### config.mk
export PLATFORM = sky130hd
export DESIGN_NAME = midi_parser_flat
export DESIGN_NICKNAME = d
export VERILOG_FILES = /design/src/rtl/midi_parser_pkg.sv /design/src/rtl/midi_parser_if.sv /design/src/rtl/midi_parser_event_reg.sv /design/src/rtl/midi_parser.sv /design/src/flat_wrapper.sv
export SDC_FILE = /design/constraint.sdc
export NUM_CORES = 1
export LEC_CHECK = 0
export CORE_MARGIN = 4
export CORE_UTILIZATION = 47
export CTS_BUF_LIST = sky130_fd_sc_hd__clkbuf_2 sky130_fd_sc_hd__clkbuf_4 sky130_fd_sc_hd__clkbuf_8
export CTS_CLUSTER_SIZE = 28
export DETAILED_ROUTE_END_ITERATION = 7
export MAX_ROUTING_LAYER = met4
export PLACE_DENSITY = 0.76
export REMOVE_ABC_BUFFERS = 1
export SETUP_SLACK_MARGIN = 0.02
export SYNTH_ARGS = -nofsm -noshare
export SYNTH_HDL_FRONTEND = slang
export SYNTH_HIERARCHICAL = 1
export SYNTH_SLANG_ARGS = --single-unit
### constraint.sdc
create_clock -name clk_i -period 2.4 [get_ports clk_i]
set_input_delay 0.72 -clock clk_i [delete_from_list [all_inputs] [get_ports clk_i]]
set_output_delay 0.72 -clock clk_i [all_outputs]
set_load 0.02 [all_outputs]
### src/rtl/midi_parser_pkg.sv
// midi_parser_pkg: shared constants, types and helpers for the MIDI byte parser.
//   - status nibbles 8..E, system byte constants F0/F7/F8/FF
//   - event type codes 0..6 and the parser state encoding
//   - midi_event_t: one complete channel-voice event as presented to the consumer
package midi_parser_pkg;

    typedef enum logic [1:0] {
        StIdle,
        StWaitD1,
        StWaitD2,
        StSysex
    } state_e;

    localparam logic [3:0] NibNoteOff   = 4'h8;
    localparam logic [3:0] NibNoteOn    = 4'h9;
    localparam logic [3:0] NibPolyAt    = 4'hA;
    localparam logic [3:0] NibCc        = 4'hB;
    localparam logic [3:0] NibProgram   = 4'hC;
    localparam logic [3:0] NibChanAt    = 4'hD;
    localparam logic [3:0] NibPitchBend = 4'hE;
    localparam logic [3:0] NibSystem    = 4'hF;

    localparam logic [7:0] ByteSysexStart = 8'hF0;
    localparam logic [7:0] ByteSysexEnd   = 8'hF7;
    localparam logic [7:0] ByteRtFirst    = 8'hF8;
    localparam logic [7:0] ByteSysReset   = 8'hFF;

    typedef enum logic [2:0] {
        EvNoteOff   = 3'd0,
        EvNoteOn    = 3'd1,
        EvPolyAt    = 3'd2,
        EvCc        = 3'd3,
        EvProgram   = 3'd4,
        EvChanAt    = 3'd5,
        EvPitchBend = 3'd6
    } ev_type_e;

    typedef struct packed {
        logic [2:0] ev_type;
        logic [3:0] ch;
        logic [6:0] d1;
        logic [6:0] d2;
    } midi_event_t;

    // Program change and channel aftertouch carry one data byte, the rest two.
    function automatic logic two_data(input logic [3:0] nib);
        return !(nib == NibProgram || nib == NibChanAt);
    endfunction

    // Note-on with velocity 0 is reported as note-off.
    function automatic ev_type_e ev_type_of(input logic [3:0] nib, input logic [6:0] d2);
        case (nib)
            NibNoteOff:   return EvNoteOff;
            NibNoteOn:    return (d2 == 7'd0) ? EvNoteOff : EvNoteOn;
            NibPolyAt:    return EvPolyAt;
            NibCc:        return EvCc;
            NibProgram:   return EvProgram;
            NibChanAt:    return EvChanAt;
            NibPitchBend: return EvPitchBend;
            default:      return EvNoteOff;
        endcase
    endfunction

endpackage

### src/rtl/midi_parser_if.sv
// midi_parser_if: event valid/ready channel from the parser to the voice/control logic.
//   ev_valid, ev_type[2:0], ev_ch[3:0], ev_d1[6:0], ev_d2[6:0] : producer -> consumer
//   ev_ready                                                  : consumer -> producer
interface midi_parser_if;
    logic       ev_valid;
    logic       ev_ready;
    logic [2:0] ev_type;
    logic [3:0] ev_ch;
    logic [6:0] ev_d1;
    logic [6:0] ev_d2;

    modport master (output ev_valid, ev_type, ev_ch, ev_d1, ev_d2, input ev_ready);
    modport slave  (input ev_valid, ev_type, ev_ch, ev_d1, ev_d2, output ev_ready);
endinterface

### src/rtl/midi_parser_event_reg.sv
// midi_parser_event_reg: output holding register for parsed events.
//   clk_i, rst_ni : clock, asynchronous active-low reset
//   ce_i          : clock enable qualifying every update
//   load_i, ev_i  : a filtered completion and its contents
//   ev_if         : valid/ready event channel (master side)
//   ovf_o         : sticky, set when a completion arrives while an event is stuck
module midi_parser_event_reg
    import midi_parser_pkg::*;
(
    input  logic          clk_i,
    input  logic          rst_ni,
    input  logic          ce_i,
    input  logic          load_i,
    input  midi_event_t   ev_i,
    midi_parser_if.master ev_if,
    output logic          ovf_o
);

    logic        valid_q, valid_d;
    logic        ovf_q, ovf_d;
    midi_event_t ev_q, ev_d;

    always_comb begin
        valid_d = valid_q;
        ovf_d   = ovf_q;
        ev_d    = ev_q;
        if (ce_i) begin
            if (valid_q && !ev_if.ev_ready) begin
                // Pending event is kept; a new one is lost.
                if (load_i) begin
                    ovf_d = 1'b1;
                end
            end else if (load_i) begin
                valid_d = 1'b1;
                ev_d    = ev_i;
            end else begin
                valid_d = 1'b0;
            end
        end
    end

    always_ff @(posedge clk_i or negedge rst_ni) begin
        if (!rst_ni) begin
            valid_q <= 1'b0;
            ovf_q   <= 1'b0;
            ev_q    <= '0;
        end else begin
            valid_q <= valid_d;
            ovf_q   <= ovf_d;
            ev_q    <= ev_d;
        end
    end

    assign ev_if.ev_valid = valid_q;
    assign ev_if.ev_type  = ev_q.ev_type;
    assign ev_if.ev_ch    = ev_q.ch;
    assign ev_if.ev_d1    = ev_q.d1;
    assign ev_if.ev_d2    = ev_q.d2;
    assign ovf_o          = ovf_q;

endmodule

### src/rtl/midi_parser.sv
// midi_parser: MIDI byte-stream parser with running status, SysEx/real-time discard
// and channel filter, presenting channel-voice messages as single events.
//   clk_i, rst_ni     : clock, asynchronous active-low reset
//   ce_i              : clock enable qualifying every update
//   dv_i, di_i[7:0]   : byte strobe and byte from the UART receiver
//   ch_ld_i, ch_in_i  : load a new filter channel
//   omni_i            : accept every channel
//   ev_if             : valid/ready event channel (master side)
//   ovf_o             : sticky event-dropped flag
module midi_parser
    import midi_parser_pkg::*;
#(
    parameter logic [3:0] DefCh = 4'd0
) (
    input  logic          clk_i,
    input  logic          rst_ni,
    input  logic          ce_i,
    input  logic          dv_i,
    input  logic [7:0]    di_i,
    input  logic          ch_ld_i,
    input  logic [3:0]    ch_in_i,
    input  logic          omni_i,
    midi_parser_if.master ev_if,
    output logic          ovf_o
);

    state_e      state_q, state_d;
    logic [7:0]  rs_q, rs_d;
    logic        rsv_q, rsv_d;
    logic [6:0]  d1_q, d1_d;
    logic [3:0]  ch_q, ch_d;
    logic        cpl;
    logic [6:0]  cpl_d1, cpl_d2;
    logic        load;
    midi_event_t ev_new;

    always_comb begin
        state_d = state_q;
        rs_d    = rs_q;
        rsv_d   = rsv_q;
        d1_d    = d1_q;
        ch_d    = ch_q;
        cpl     = 1'b0;
        cpl_d1  = di_i[6:0];
        cpl_d2  = 7'd0;
        if (ce_i && ch_ld_i) begin
            ch_d = ch_in_i;
        end
        if (ce_i && dv_i) begin
            if (!di_i[7]) begin
                if (rsv_q) begin
                    case (state_q)
                        StWaitD1: begin
                            d1_d = di_i[6:0];
                            if (two_data(rs_q[7:4])) begin
                                state_d = StWaitD2;
                            end else begin
                                cpl = 1'b1;
                            end
                        end
                        StWaitD2: begin
                            cpl     = 1'b1;
                            cpl_d1  = d1_q;
                            cpl_d2  = di_i[6:0];
                            state_d = StWaitD1;
                        end
                        default: ;
                    endcase
                end
            end else if (di_i[7:4] != NibSystem) begin
                // Channel status restarts the message and becomes running status.
                rs_d    = di_i;
                rsv_d   = 1'b1;
                state_d = StWaitD1;
            end else if (di_i == ByteSysexStart) begin
                rsv_d   = 1'b0;
                state_d = StSysex;
            end else if (di_i >= ByteRtFirst && di_i != ByteSysReset) begin
                // Real-time bytes pass through the message untouched.
            end else begin
                // F1..F7 (F7 also ends SysEx) and FF.
                rsv_d   = 1'b0;
                state_d = StIdle;
            end
        end
    end

    // Filter uses the channel register as it stood before any load this cycle.
    assign load   = cpl && (omni_i || rs_q[3:0] == ch_q);
    assign ev_new = '{ev_type: ev_type_of(rs_q[7:4], cpl_d2), ch: rs_q[3:0],
                      d1: cpl_d1, d2: cpl_d2};

    always_ff @(posedge clk_i or negedge rst_ni) begin
        if (!rst_ni) begin
            state_q <= StIdle;
            rs_q    <= 8'h00;
            rsv_q   <= 1'b0;
            d1_q    <= 7'd0;
            ch_q    <= DefCh;
        end else begin
            state_q <= state_d;
            rs_q    <= rs_d;
            rsv_q   <= rsv_d;
            d1_q    <= d1_d;
            ch_q    <= ch_d;
        end
    end

    midi_parser_event_reg u_event_reg (
        .clk_i  (clk_i),
        .rst_ni (rst_ni),
        .ce_i   (ce_i),
        .load_i (load),
        .ev_i   (ev_new),
        .ev_if  (ev_if),
        .ovf_o  (ovf_o)
    );

endmodule
### src/flat_wrapper.sv
// flat-port wrapper written by rule: the top's interface ports become plain ports
module midi_parser_flat import midi_parser_pkg::*;
#(
    parameter logic [3:0] DefCh = 4'd0
)
  (clk_i, rst_ni, ce_i, dv_i, di_i, ch_ld_i, ch_in_i, omni_i, ovf_o, ev_if_ev_valid, ev_if_ev_type, ev_if_ev_ch, ev_if_ev_d1, ev_if_ev_d2, ev_if_ev_ready);
  midi_parser_if ev_if_i ();
  input  logic clk_i;
  input  logic rst_ni;
  input  logic ce_i;
  input  logic dv_i;
  input  logic [7:0] di_i;
  input  logic ch_ld_i;
  input  logic [3:0] ch_in_i;
  input  logic omni_i;
  output logic ovf_o;
  output wire logic [$bits(ev_if_i.ev_valid)-1:0] ev_if_ev_valid;
  output wire logic [$bits(ev_if_i.ev_type)-1:0] ev_if_ev_type;
  output wire logic [$bits(ev_if_i.ev_ch)-1:0] ev_if_ev_ch;
  output wire logic [$bits(ev_if_i.ev_d1)-1:0] ev_if_ev_d1;
  output wire logic [$bits(ev_if_i.ev_d2)-1:0] ev_if_ev_d2;
  input wire logic [$bits(ev_if_i.ev_ready)-1:0] ev_if_ev_ready;
  assign ev_if_ev_valid = ev_if_i.ev_valid;
  assign ev_if_ev_type = ev_if_i.ev_type;
  assign ev_if_ev_ch = ev_if_i.ev_ch;
  assign ev_if_ev_d1 = ev_if_i.ev_d1;
  assign ev_if_ev_d2 = ev_if_i.ev_d2;
  assign ev_if_i.ev_ready = ev_if_ev_ready;
  midi_parser #(.DefCh(DefCh)) u_core (.clk_i(clk_i), .rst_ni(rst_ni), .ce_i(ce_i), .dv_i(dv_i), .di_i(di_i), .ch_ld_i(ch_ld_i), .ch_in_i(ch_in_i), .omni_i(omni_i), .ev_if(ev_if_i), .ovf_o(ovf_o));
endmodule
# Yosys cells after proc, flatten, opt, wreduce, memory -nomap -nowiden

Index checks and enable logic that the tools add are counted.

Equality and inequality tests: 15
Bitwise gates (word level): 2
Multiplexer cells: 26
Magnitude comparators: 1
Reductions and logical operators: 18

Operators with widths:

| operator           | number |
|---|---|
| $mux 7             | 8 |
| $eq 4x4->1 const B | 6 |
| $pmux 3 s6         | 1 |
| $mux 2             | 6 |
| $reduce_and 3->1   | 4 |
| $mux 1             | 9 |
| $eq 8x8->1 const B | 1 |
| $ge 8x8->1 const B | 1 |
| $ne 8x8->1 const B | 1 |
| $logic_not 7->1    | 1 |
| $logic_and 1x1->1  | 5 |
| $reduce_and 5->1   | 1 |
| $eq 4x4->1         | 1 |
| $ne 4x2->1 const B | 1 |
| $ne 4x4->1 const B | 1 |
| $pmux 2 s2         | 1 |
| $reduce_and 4->1   | 1 |
| $ne 3x1->1 const B | 1 |
| $ne 3x3->1 const B | 1 |
| $reduce_bool 3->1  | 1 |
| $eq 2x1->1 const B | 1 |
| $eq 2x2->1 const B | 1 |
| $logic_or 1x1->1   | 2 |
| $not 1->1          | 2 |
| other kinds (4)    | 4 |

Flip-flop bits (word level): 45
Output and inout bits: 23
Logic and storage cells: 73
Input bits: 19

# Depth between registers and ports, before layout

Depth in word-level cells: 9
Depth in mapped cells: 10
Gate-level depth less buffers: 9

# Modules after synthesis

The synthesis kept the hierarchy.

By module, submodules not included:

| module                | times used | cells each | area each (um2) | sequential area each (um2) |
|---|---|---|---|---|
| midi_parser           | 1          | 113        | 1228.7          | 550.5 |
| midi_parser_event_reg | 1          | 52         | 979.7           | 575.6 |

# Worst setup path after synthesis

OpenSTA, ideal clock, no wires.

Kind: in2reg
Start point: in di_i[7]
End point: reg u_core.u_event_reg.ev_q (netlist bit u_core/u_event_reg/ev_if.ev_ch[0])
Required time: 2.275 ns
Setup time: 0.125 ns
Data arrival time: 2.087 ns
Buffers on the path: 2
Cell stages on the path: 8
Setup slack: 0.187 ns
Cell sequence: and4b_1 buf_6 nand2_1 nor3_1 nand2_2 nor2_4 buf_12 mux2_4

Longest elaborated chain between the ends: 4

RTL lines:

| item                              | RTL line                    | RTL |
|---|---|---|
| start: declaration                | flat_wrapper.sv:12          | `input logic [7:0] di_i;` |
| $mux 1                            | midi_parser.sv:50           | `if (!di_i[7]) begin` |
| $mux 1                            | midi_parser.sv:49           | `if (ce_i && dv_i) begin` |
| $logic_and 1x1->1                 | midi_parser.sv:89           | `assign load = cpl && (omni_i \|\| rs_q[3:0] == ch_q);` |
| via u_core.load                   | midi_parser.sv:34           | `logic load;` |
| $reduce_and 3->1 (no source line) | --                          |  |
| end signal: assignment            | midi_parser_event_reg.sv:50 | `ev_q <= ev_d;` |
| end: declaration                  | midi_parser_event_reg.sv:21 | `midi_event_t ev_q, ev_d;` |

The timed path passes the listed nets, and every way through them passes these cells.
A chain may end at the register's enable or synchronous reset.

==> metrics.log <==
[metrics] kind of end point of the critical path: flip-flop
[metrics] headroom to the max-slew limit: 0.7751
[metrics] Post-synth EDFFs: 0
[metrics] initial antenna violation count: 0
[metrics] register bit count reported by yosys: between 40 and 50
[metrics] Boundary Pins: 42
[metrics] post-route cell area: 2845 um2
[metrics] cell types occupying the most area after synthesis: sky130_fd_sc_hd__dfrtp_1 51%, sky130_fd_sc_hd__mux2_4 18%, sky130_fd_sc_hd__mux2_2 6.1%
[metrics] clock edge transition at the registers on the reported setup and hold paths: 80 ps
[metrics] area after detailed placement: between 2000 and 3000 um2
[metrics] predominant post-synthesis flop cell: sky130_fd_sc_hd__dfrtp_1
[metrics] dominant cell type by area after synthesis: sky130_fd_sc_hd__dfrtp_1
[metrics] initial core utilization: 0.4969
[metrics] fin util: 0.6402
[metrics] largest net degree at the start of global routing: 46
[metrics] area fraction in and, or, nand and nor cells after synthesis: 0.1184
[metrics] Required @ worst endpoint: 2570 ps
[metrics] post-synth design cell area: 2208 um2
[metrics] share of cells above drive strength 1: 0.3214
[metrics] Pre-antenna DRT Iters: 4
[metrics] iteration-0 DRC count of the detailed router: between 40 and 50
[metrics] main combinational cell family by area after synthesis: multiplexers
[metrics] ANT nets after route: 0
[metrics] critical-path cell with the highest stage delay: sky130_fd_sc_hd__or4_1
[metrics] chain of cells forming the critical path: clkdlybuf4s50_1 > or4_1 > o41ai_1 > a21oi_1 > mux2_4
[metrics] power per standard cell area: about 780 nW/um2
[metrics] nets: between 200 and 250
[metrics] final HPWL from detailed placement: 3342 um
[metrics] die height: 76.55 um
[metrics] synth warn: 6
[metrics] root buffer cell: sky130_fd_sc_hd__clkbuf_8
[metrics] Post-Synth Adder-Cell Area: 0.01133
[metrics] Min-Delay Path Class: input port to async pin
[metrics] Final Hold Fails: 0
[metrics] clock insertion delay at the later pin of the skew report: just under 300 ps
[metrics] run status: complete, no violations
[metrics] hold slack final: 393.3 ps
[metrics] launch point of the critical path: di_i[1]
[metrics] Min Clock Period, post-route: roughly 2300 ps
[metrics] fraction of synthesis flops using an asynchronous set or reset pin: 1.000
[metrics] maximum fanout along the worst path: 2
[metrics] Rows: 24
[metrics] RSZ-0062 raised after global routing: no
[metrics] total chip power: 2.226 mW
[metrics] GRT Overall Usage: 0.1688
[metrics] TritonCTS clock tree: built
[metrics] max_cap viols: 0
[metrics] area share of the leading cell type in the synthesized netlist: 0.5099
[metrics] Filler Cell Count: between 300 and 400
[metrics] total via count after detailed routing: 1,502
[metrics] post-detailed-route DRC marker count: 0
[metrics] distinct cell type count after synthesis: 36
[metrics] Synth Area per Inst: 13.38 um2
[metrics] Final Cycle Share: 0.9531
[metrics] total of hold buffers inserted after clock tree synthesis: 0
[metrics] routed wire length per instance: 16.58 um
[metrics] commonest non-fill, non-tap cell in the layout: sky130_fd_sc_hd__dfrtp_1
[metrics] Worst-Margin Slew: 333.0 ps
[metrics] clock buffer depth: 2
[metrics] highest-count cells in the layout ignoring fill and taps: 45 x sky130_fd_sc_hd__dfrtp_1, 40 x sky130_fd_sc_hd__clkdlybuf4s50_1, 27 x sky130_fd_sc_hd__mux2_4
[metrics] total wirelength of the detailed-routed design: 4575 um
[metrics] final weighted congestion of routability-driven global placement: ~0.8
[metrics] Final setup viols: 0
[metrics] max-slew violation count: 0
[metrics] area added between synthesis and finish: 28.84%
[metrics] multiplexer area fraction after synthesis: 0.2448
[metrics] Worst R2R Start: u_core/state_q[1]$_DFFE_PN0P_
[metrics] upper clock frequency limit: ~0.44 GHz
[metrics] Synth Area in XOR/XNOR: 0.01586
[metrics] share of the yosys chip area belonging to registers: 0.5099
[metrics] post-cts repair resize count: 0
[metrics] Num Clock Sinks: 45
[metrics] Max IR drop VDD: around 400 uV
[metrics] CTS HTree Levels: 2
[metrics] largest stage delay on the critical path: between 500 and 600 ps
[metrics] quantity of I/O buffers inserted on ports: a little over 40
[metrics] gate count after technology mapping: ~170
[metrics] CP Class: input port to flip-flop
[metrics] leakage power: approximately 1.3 nW
[metrics] clock skew: 10.11 ps
[metrics] total die area: 5859 um2
[metrics] global route overflow: 0
[metrics] area of the placeable core: 4444 um2
[metrics] CP Data Arrival Time: 2460 ps
[metrics] number of clock buffers inserted by TritonCTS: 5
[metrics] total negative slack for setup checks: 0 ps
[metrics] compound-cell area share of the yosys netlist: 0.06289
[metrics] post-detailed-route via-to-cell ratio: around 5.4
[metrics] die width: 76.55 um
[metrics] antenna cells: 0
[metrics] setup fix buffers added after clock tree synthesis: 0
[metrics] crit start category: input port
[metrics] number of global-route vias before repair: between 1,500 and 2,000
[metrics] wire length of the first global-routing pass: ~7700 um
## cell type report
| class | count | area [um2] | area share |
|---|---|---|---|
| inverter | 3 | 11.26 | 0.003958 |
| clock buffer | 6 | 76.32 | 0.02682 |
| multi-input combinational | 111 | 1006 | 0.3536 |
| clock inverter | 2 | 10.01 | 0.003518 |
| timing repair buffer | 57 | 550.5 | 0.1935 |
| tap | 52 | 65.06 | 0.02287 |
| sequential | 45 | 1126 | 0.3958 |
## registers in the layout, indices dropped and copies added (netlist names), 2 cells and up
register                          flops
u_core/ch_q                           4
u_core/d1_q                           7
u_core/rs_q                           8
u_core/state_q                        2
u_core/u_event_reg/ev_if.ev_ch        4
u_core/u_event_reg/ev_if.ev_d1        7
u_core/u_event_reg/ev_if.ev_d2        7
u_core/u_event_reg/ev_if.ev_type      3
## synth_stat cells (2+ instances only)
library cell and number:
sky130_fd_sc_hd__o21ai_0 3, sky130_fd_sc_hd__mux2_4 27, sky130_fd_sc_hd__nand2_2 2, sky130_fd_sc_hd__o22a_1 4, sky130_fd_sc_hd__nand2b_1 4, sky130_fd_sc_hd__buf_6 2, sky130_fd_sc_hd__inv_1 3, sky130_fd_sc_hd__a21oi_1 4
sky130_fd_sc_hd__mux2_2 12, sky130_fd_sc_hd__dfrtp_1 45, sky130_fd_sc_hd__clkbuf_1 2, sky130_fd_sc_hd__nand2_1 19, sky130_fd_sc_hd__nand3_1 3, sky130_fd_sc_hd__ha_1 2, sky130_fd_sc_hd__xnor2_1 4, sky130_fd_sc_hd__and3_1 8
sky130_fd_sc_hd__buf_12 2
## critical path: cells and delay by family
family          cells  cell delay, ps
mux                 1             280
buf+inv             1             430
simple gates        1             570
compound gates      2             450
## path summary, 6_finish.rpt
path	end	slack [ps]	cells past startpoint
max	u_core/u_event_reg/ev_if.ev_type[0]$_DFFE_PN0P_	110	5
min	u_core/u_event_reg/ev_if.ev_d1[6]$_DFFE_PN0P_	390	2
max reg2reg	u_core/u_event_reg/ev_if.ev_type[0]$_DFFE_PN0P_	330	10
min reg2reg	u_core/u_event_reg/ovf_o$_DFFE_PN0P_	480	1
max in group asynchronous	u_core/u_event_reg/ev_if.ev_type[0]$_DFFE_PN0P_	1800	2
min in group clk_i	u_core/u_event_reg/ovf_o$_DFFE_PN0P_	480	1
## power breakdown
group	internal (mW)	switching (mW)	total [mW]	leakage, nW
Combinational	0.410	0.309	0.718	0.698
Clock	0.213	0.245	0.458	0.0484
Sequential	0.934	0.115	1.05	0.578
## logic make-up (layout without fill, tap and decap cells)
group | Yosys count | in the layout
and+or+nand+nor | 47 | 47
DFF | 45 | 45
muxes | 39 | 39
AOI/OAI and AO/OA | 19 | 19
buffers and inverters | 9 | 68
xor gates and xnor gates | 4 | 4
adders and majority gates | 2 | 2
## per-layer routing
metal,part of all wire,track usage,vias to the layer above
li1,-,-,702
met1,0.44,0.2038,746
met2,0.51,0.2865,50
met3,0.039,0.04137,4
met4,0.0083,0.03804,0
met5,0,-,-
## stage by stage
stage,std cells,worst slack (ps)
after floorplan,159,-162.1
after global placement,268,-204.0
after detailed placement,268,-249.2
after CTS,276,57.79
after global routing,276,58.62
final,276,112.5
Power figures use the tool's default switching activity.
